File: src/rtl/icon_pkg.sv
// Shared constants, stage-1 record type and the icon ROM contents
// for the player-sprite renderer.
package icon_pkg;

    localparam logic [1:0] ORIENT_N = 2'd0;
    localparam logic [1:0] ORIENT_E = 2'd1;
    localparam logic [1:0] ORIENT_S = 2'd2;
    localparam logic [1:0] ORIENT_W = 2'd3;

    localparam logic [1:0] ICON_TRANSPARENT = 2'b00;
    localparam int         ICON_ADDR_W      = 9;
    localparam int         H_ACTIVE         = 640;
    localparam int         V_ACTIVE         = 480;

    typedef struct packed {
        logic       hit;
        logic       phase;
        logic [3:0] row;
        logic [3:0] col;
    } stage1_t;

    // Phase 0: checkerboard of codes 1/2 with a single code-3 marker at
    // (row 0, col 15). Phase 1: transparent diagonal, 1 below it, 2 above it.
    function automatic logic [1:0] icon_rom_word(input logic [ICON_ADDR_W-1:0] addr);
        logic [3:0] row;
        logic [3:0] col;
        logic [1:0] word;
        row = addr[7:4];
        col = addr[3:0];
        if (addr[8] == 1'b0) begin
            if (row == 4'd0 && col == 4'd15) begin
                word = 2'b11;
            end else if ((row[0] ^ col[0]) == 1'b1) begin
                word = 2'b01;
            end else begin
                word = 2'b10;
            end
        end else begin
            if (row == col) begin
                word = ICON_TRANSPARENT;
            end else if (row > col) begin
                word = 2'b01;
            end else begin
                word = 2'b10;
            end
        end
        return word;
    endfunction

endpackage

File: src/rtl/icon_renderer_if.sv
// Scan-position / sprite-placement bus between the display timing side
// (master) and the icon renderer (slave).
interface icon_renderer_if;
    logic       vert_sync;
    logic [9:0] pixel_row;
    logic [9:0] pixel_column;
    logic [8:0] LocX_reg;
    logic [8:0] LocY_reg;
    logic [1:0] orient;
    logic [1:0] icon_pixel;
    logic       frame_tick;

    modport master (
        output vert_sync, pixel_row, pixel_column, LocX_reg, LocY_reg, orient,
        input  icon_pixel, frame_tick
    );

    modport slave (
        input  vert_sync, pixel_row, pixel_column, LocX_reg, LocY_reg, orient,
        output icon_pixel, frame_tick
    );
endinterface

File: src/rtl/icon_rom.sv
// 512x2 synchronous icon ROM (two 16x16 animation phases), registered read.
module icon_rom
    import icon_pkg::*;
(
    input  logic                   clk,
    input  logic [ICON_ADDR_W-1:0] addr,
    output logic [1:0]             data
);

    // Registered read port; contents are a fixed function of the address.
    always_ff @(posedge clk) begin
        data <= icon_rom_word(addr);
    end

endmodule

File: src/rtl/icon_renderer.sv
// Player-sprite pixel source: per-frame position latch, animation phase,
// hit test with orientation transform, and a fixed 3-cycle pixel pipeline.
module icon_renderer
    import icon_pkg::*;
#(
    parameter int         ICON_SIZE     = 16,
    parameter logic [5:0] ANIM_DIV      = 6'd15,
    parameter bit         VS_ACTIVE_LOW = 1'b1
) (
    input  logic       sys_clk,
    input  logic       sys_rst,
    icon_renderer_if.slave bus
);

    localparam logic       VS_IDLE  = VS_ACTIVE_LOW ? 1'b1 : 1'b0;
    localparam logic [3:0] EDGE_MAX = 4'(ICON_SIZE - 1);

    logic       vs_q_r;
    logic       sync_start_s;
    logic [8:0] lx_r;
    logic [8:0] ly_r;
    logic [1:0] lo_r;
    logic [5:0] anim_cnt_r;
    logic       phase_r;
    logic       frame_tick_r;

    logic [10:0] dx_s;
    logic [10:0] dy_s;
    logic        hit_s;
    logic [3:0]  u_s;
    logic [3:0]  v_s;
    logic [3:0]  rom_row_s;
    logic [3:0]  rom_col_s;

    stage1_t                s1_r;
    logic                   hit_d_r;
    logic [ICON_ADDR_W-1:0] rom_addr_s;
    logic [1:0]             rom_q_s;
    logic [1:0]             icon_pixel_r;

    assign sync_start_s = (bus.vert_sync != VS_IDLE) && (vs_q_r == VS_IDLE);

    // Frame latch, frame tick and animation counter, all keyed to sync start.
    always_ff @(posedge sys_clk or negedge sys_rst) begin
        if (!sys_rst) begin
            vs_q_r       <= VS_IDLE;
            frame_tick_r <= 1'b0;
            lx_r         <= 9'd0;
            ly_r         <= 9'd0;
            lo_r         <= ORIENT_N;
            anim_cnt_r   <= 6'd0;
            phase_r      <= 1'b0;
        end else begin
            vs_q_r       <= bus.vert_sync;
            frame_tick_r <= sync_start_s;
            if (sync_start_s) begin
                lx_r <= bus.LocX_reg;
                ly_r <= bus.LocY_reg;
                lo_r <= bus.orient;
                if (anim_cnt_r == ANIM_DIV) begin
                    anim_cnt_r <= 6'd0;
                    phase_r    <= ~phase_r;
                end else begin
                    anim_cnt_r <= anim_cnt_r + 6'd1;
                end
            end
        end
    end

    // Negative offsets wrap to >= 1024 as unsigned, so one compare covers both bounds.
    assign dx_s  = {1'b0, bus.pixel_column} - {2'b00, lx_r};
    assign dy_s  = {1'b0, bus.pixel_row}    - {2'b00, ly_r};
    assign hit_s = (dx_s < 11'(ICON_SIZE)) && (dy_s < 11'(ICON_SIZE));
    assign u_s   = dx_s[3:0];
    assign v_s   = dy_s[3:0];

    // Map screen-local (u, v) to ROM (col, row) for the latched heading.
    always_comb begin
        rom_col_s = u_s;
        rom_row_s = v_s;
        case (lo_r)
            ORIENT_N: begin rom_col_s = u_s;            rom_row_s = v_s;            end
            ORIENT_E: begin rom_col_s = v_s;            rom_row_s = EDGE_MAX - u_s; end
            ORIENT_S: begin rom_col_s = EDGE_MAX - u_s; rom_row_s = EDGE_MAX - v_s; end
            ORIENT_W: begin rom_col_s = EDGE_MAX - v_s; rom_row_s = u_s;            end
            default:  begin rom_col_s = u_s;            rom_row_s = v_s;            end
        endcase
    end

    assign rom_addr_s = {s1_r.phase, s1_r.row, s1_r.col};

    icon_rom u_rom (
        .clk  (sys_clk),
        .addr (rom_addr_s),
        .data (rom_q_s)
    );

    // Pixel pipeline: stage-1 record, hit delayed alongside the ROM read, output.
    always_ff @(posedge sys_clk or negedge sys_rst) begin
        if (!sys_rst) begin
            s1_r         <= '0;
            hit_d_r      <= 1'b0;
            icon_pixel_r <= ICON_TRANSPARENT;
        end else begin
            s1_r.hit     <= hit_s;
            s1_r.phase   <= phase_r;
            s1_r.row     <= rom_row_s;
            s1_r.col     <= rom_col_s;
            hit_d_r      <= s1_r.hit;
            icon_pixel_r <= hit_d_r ? rom_q_s : ICON_TRANSPARENT;
        end
    end

    assign bus.icon_pixel = icon_pixel_r;
    assign bus.frame_tick = frame_tick_r;

endmodule

File: src/flat_wrapper.sv
// flat-port wrapper written by rule: the top's interface ports become plain ports
module icon_renderer_flat import icon_pkg::*;
#(
    parameter int         ICON_SIZE     = 16,
    parameter logic [5:0] ANIM_DIV      = 6'd15,
    parameter bit         VS_ACTIVE_LOW = 1'b1
)
  (sys_clk, sys_rst, bus_vert_sync, bus_pixel_row, bus_pixel_column, bus_LocX_reg, bus_LocY_reg, bus_orient, bus_icon_pixel, bus_frame_tick);
  icon_renderer_if bus_i ();
  input  logic sys_clk;
  input  logic sys_rst;
  input wire logic [$bits(bus_i.vert_sync)-1:0] bus_vert_sync;
  input wire logic [$bits(bus_i.pixel_row)-1:0] bus_pixel_row;
  input wire logic [$bits(bus_i.pixel_column)-1:0] bus_pixel_column;
  input wire logic [$bits(bus_i.LocX_reg)-1:0] bus_LocX_reg;
  input wire logic [$bits(bus_i.LocY_reg)-1:0] bus_LocY_reg;
  input wire logic [$bits(bus_i.orient)-1:0] bus_orient;
  output wire logic [$bits(bus_i.icon_pixel)-1:0] bus_icon_pixel;
  output wire logic [$bits(bus_i.frame_tick)-1:0] bus_frame_tick;
  assign bus_i.vert_sync = bus_vert_sync;
  assign bus_i.pixel_row = bus_pixel_row;
  assign bus_i.pixel_column = bus_pixel_column;
  assign bus_i.LocX_reg = bus_LocX_reg;
  assign bus_i.LocY_reg = bus_LocY_reg;
  assign bus_i.orient = bus_orient;
  assign bus_icon_pixel = bus_i.icon_pixel;
  assign bus_frame_tick = bus_i.frame_tick;
  icon_renderer #(.ICON_SIZE(ICON_SIZE), .ANIM_DIV(ANIM_DIV), .VS_ACTIVE_LOW(VS_ACTIVE_LOW)) u_core (.sys_clk(sys_clk), .sys_rst(sys_rst), .bus(bus_i));
endmodule
File: config.mk
export PLATFORM = sky130hd
export DESIGN_NAME = icon_renderer_flat
export DESIGN_NICKNAME = d
export VERILOG_FILES = /design/src/rtl/icon_pkg.sv /design/src/rtl/icon_renderer_if.sv /design/src/rtl/icon_rom.sv /design/src/rtl/icon_renderer.sv /design/src/flat_wrapper.sv
export SDC_FILE = /design/constraint.sdc
export NUM_CORES = 1
export LEC_CHECK = 0
export CAP_MARGIN = 20
export CORE_MARGIN = 2
export CORE_UTILIZATION = 57
export DETAILED_ROUTE_END_ITERATION = 8
export HOLD_SLACK_MARGIN = 0.1
export PLACE_DENSITY = 0.85
export SYNTH_ARGS = -nofsm -noshare
export SYNTH_HDL_FRONTEND = slang
export SYNTH_SLANG_ARGS = --single-unit
File: constraint.sdc
create_clock -name sys_clk -period 4.9 [get_ports sys_clk]
set_input_delay 0.735 -clock sys_clk [delete_from_list [all_inputs] [get_ports sys_clk]]
set_output_delay 0.735 -clock sys_clk [all_outputs]
set_load 0.01 [all_outputs]
==> summary.md <==
| Metric | Value |
|---|---|
| Run status | complete, no violations |
| Setup TNS | 0 ns |
| R2R Path Start | u_core.ly_r[0] |
| Pre-CTS setup slack | around 1.2 ns |
| LEAKAGE | about 1.5 nW |
| Syn-to-layout area delta | 21.8% |
| DIE AREA | around 5300 sq um |
| Synth area leader | dfrtp_1 |
| Hold path startpoint | u_core.s1_r[9] |
| Syn Nets | about 350 |
| Core Area | around 4400 sq um |
| Routed WL | 5200 um |
| Vias per Instance | between 5 and 6 |
| Sw Share | between 30% and 40% |
| GRT overflow | 0 |
| Hpwl dp | about 4000 um |
| Die width | 72.7 um |
| Setup violators final | 0 |
| Drt first pass iters | 4 |
| Final ANT Viol Nets | 0 |
| Reg power frac | between 40% and 50% |
| Synth cell types | 46 |
| Sequential fraction of the synthesis area | between 40% and 50% |
| Synth Register Bits | between 40 and 50 |
| CTS clk-pin slew, worst paths | ~0.08 ns |
| Synth Flop Type | dfrtp_1 |
| Post-synth top area share | approximately two fifths |
| Nets | around 400 |
| Internal power | roughly 0.0008 W |
| Post-CTS Repair Setup Buffers | 0 |
| DRC errors left | 0 |
| Share of total power in the clock network | a little under a fifth |
| Most frequent cell after synthesis | dfrtp_1 |
| Ys Warns | 0 |
| Num CTS Buffers | 5 |
| First-pass GRT wire length | ~8900 um |
| Fin crit share | 69.1% |
| Share of cells above drive strength 1 | under 10% |
| Critical Path End Type | flop |
| FFs w/ async S/R, synth | 95.5% |
| Unrepaired setup endpoints after global routing | false |
| Syn_area_per_cell | roughly 9.5 sq um |
| Largest net degree at the start of global routing | 43 |
| Post-Syn Area | about 2700 sq um |
| Worst endpoint data arrival time | about 3.6 ns |
| Routed vias | roughly 2100 |
| Worst slew margin | 39.4% |
| Power Density | around 370 nW/um^2 |
| Cells after synthesis | 283 |
| Number of max-cap violations | 0 |
| Final Skew | ~0.009 ns |
| Die Y | just over 70 um |
| DP Cell Count | 374 |
| Cells taking the most area after synthesis | dfrtp_1 38%, ha_1 11%, xnor2_1 3.9% |
| Clock buffer depth | 2 |
| Final Max Tran Viols | 0 |
| Post_cts resized | 0 |
| DR iter-0 viols | 94 |
| Worst skew pair latency | roughly 0.30 ns |
| HP Class | flop to flop |
| Tot Pwr | approximately 0.0012 W |
| Crit path time final | 3.39 ns |
| Antenna diode count | 0 |
| Max VDD drop | 239 uV |
| PortBufs | 45 |
| Crit path launch | bus_pixel_row[0] |
| Final Cell Area | 3270 sq um |
| CTS sink count | 44 |
| Overall Global Routing Usage | between 20 and 25% |
| Final worst slack | 1.51 ns |
| DP Area | approximately 3200 sq um |
| RD Place Congestion | roughly 0.88 |
| Worst-margin pin slew | approximately 0.91 ns |
| Root Buffer Master | clkbuf_8 |
| TritonCTS clock tree | built |
| Sw Pwr | 0.000419 W |
| EDFF count, synth | 0 |
| Non-filler cells, final | approximately 380 |
| Crit Path Category | input port to flop |
| Wire per inst | 13.6 um |
| Initial antenna violation count | 0 |
| I/O pins | 46 |
| Starting Density | a little over 60% |
| Max Clock Freq | ~300 MHz |
| CP Data Required Time | around 5 ns |
| CP Max Fanout | 2 |
| Crit start category | input port |
| H-Tree Depth | 2 |
| Final Hold Violating Endpoints | 0 |
| Num rows | 24 |
| Vias in the first global route | roughly 2100 |
| Synth cell count leaders | 41 x dfrtp_1, 25 x inv_1, 25 x nand2_1, 23 x ha_1 |
| Power share of the combinational group | between 30 and 40% |
| Hold Buf Count CTS | 0 |
## worst max-delay path: stages
cell             delay (ns)
clkdlybuf4s50_1        0.45
inv_1                  0.04
ha_1                   0.22
fa_1                   0.40
nand2b_1               0.18
a21oi_1                0.32
xor2_4                 0.10
or4_1                  0.49
or4_1                  0.42
nor4_2                 0.24
## placed cells by master (no fill, tap or decap), types with 3 or more instances in the layout
| master | count |
|---|---|
| mux2_1 | 4 |
| nand2b_1 | 7 |
| a21o_1 | 3 |
| ha_1 | 23 |
| nor2_1 | 20 |
| xnor2_1 | 12 |
| clkbuf_8 | 6 |
| xor2_1 | 7 |
| a21oi_1 | 16 |
| o22ai_1 | 3 |
| clkdlybuf4s50_1 | 44 |
| a211oi_1 | 4 |
| o21ai_1 | 20 |
| o21a_1 | 3 |
| nand3_1 | 3 |
| nor2b_1 | 4 |
| inv_1 | 25 |
| nor3_1 | 4 |
| or4_1 | 5 |
| and3_1 | 3 |
| mux2i_1 | 4 |
| nand2_1 | 25 |
| nand4_1 | 3 |
| dfrtp_1 | 41 |
| o21ai_0 | 8 |
## per-layer routing
layer  global-route usage (%)  share of wire [%]  vias up
met4                     8.23                1.6        0
met1                     27.5                 44      997
met3                     5.66                4.1       10
met2                     37.0                 50       48
met5                        0                  0        -
li1                         -                  -     1071
## cells by family (layout without fill, tap and decap cells)
logic type	after synthesis	in the layout	share of synthesized area, %
xor+xnor	20	20	7.22
compound gates	66	66	14.5
fa+ha+maj	25	25	12.2
mux	10	10	4.01
simple gates	85	85	16.8
buf+inv	33	80	4.61
flops	44	44	40.7
## worst paths after layout
check                                 end  slack (ns)  depth (start not counted)
max                        u_core.s1_r[9]        1.51                         10
min                        u_core.hit_d_r        0.36                          0
max reg2reg                u_core.s1_r[9]        2.06                          8
min reg2reg                u_core.hit_d_r        0.36                          0
max in group asynchronous  u_core.lx_r[1]        3.77                          1
min in group asynchronous  u_core.ly_r[7]        0.56                          1
## flip-flops by register name, summed over array words and instances, names as in the netlist
name	cells
u_core.anim_cnt_r	6
u_core.bus.frame_tick	1
u_core.bus.icon_pixel	2
u_core.hit_d_r	1
u_core.lo_r	2
u_core.lx_r	9
u_core.ly_r	9
u_core.phase_r	1
u_core.rom_addr_s	9
u_core.s1_r	1
u_core.u_rom.data	2
u_core.vs_q_r	1
## final cells by class
class / count / area [sq um]
Multi-Input combinational cell: 206 / 1470
Timing Repair Buffer: 46 / 453
Inverter: 26 / 97.6
Sequential cell: 44 / 1090
Tap cell: 52 / 65.1
Fill cell: 348 / 1170
Clock inverter: 2 / 10.0
Clock buffer: 6 / 82.6
## power by group through the flow
stage	registers (W)	logic (W)	clock network, W
6_report	0.000507	0.000476	0.000233
4_1_cts	0.000507	0.000478	0.000239
5_1_grt	0.000518	0.000535	0.000258
2_1_floorplan	0.000492	0.000356	0
3_5_place_dp	0.000514	0.000474	0
3_3_place_gp	0.000509	0.000443	0
## stage by stage
step | utilization, % | hold slack, ns
4_1_cts | 73.6 | 0.359
6_report | 73.6 | 0.356
3_3_place_gp | 71.6 | 0.341
3_5_place_dp | 71.6 | 0.340
5_1_grt | 73.6 | 0.364
2_1_floorplan | - | 0.331
Note: power is estimated with default switching activity, not from simulation.
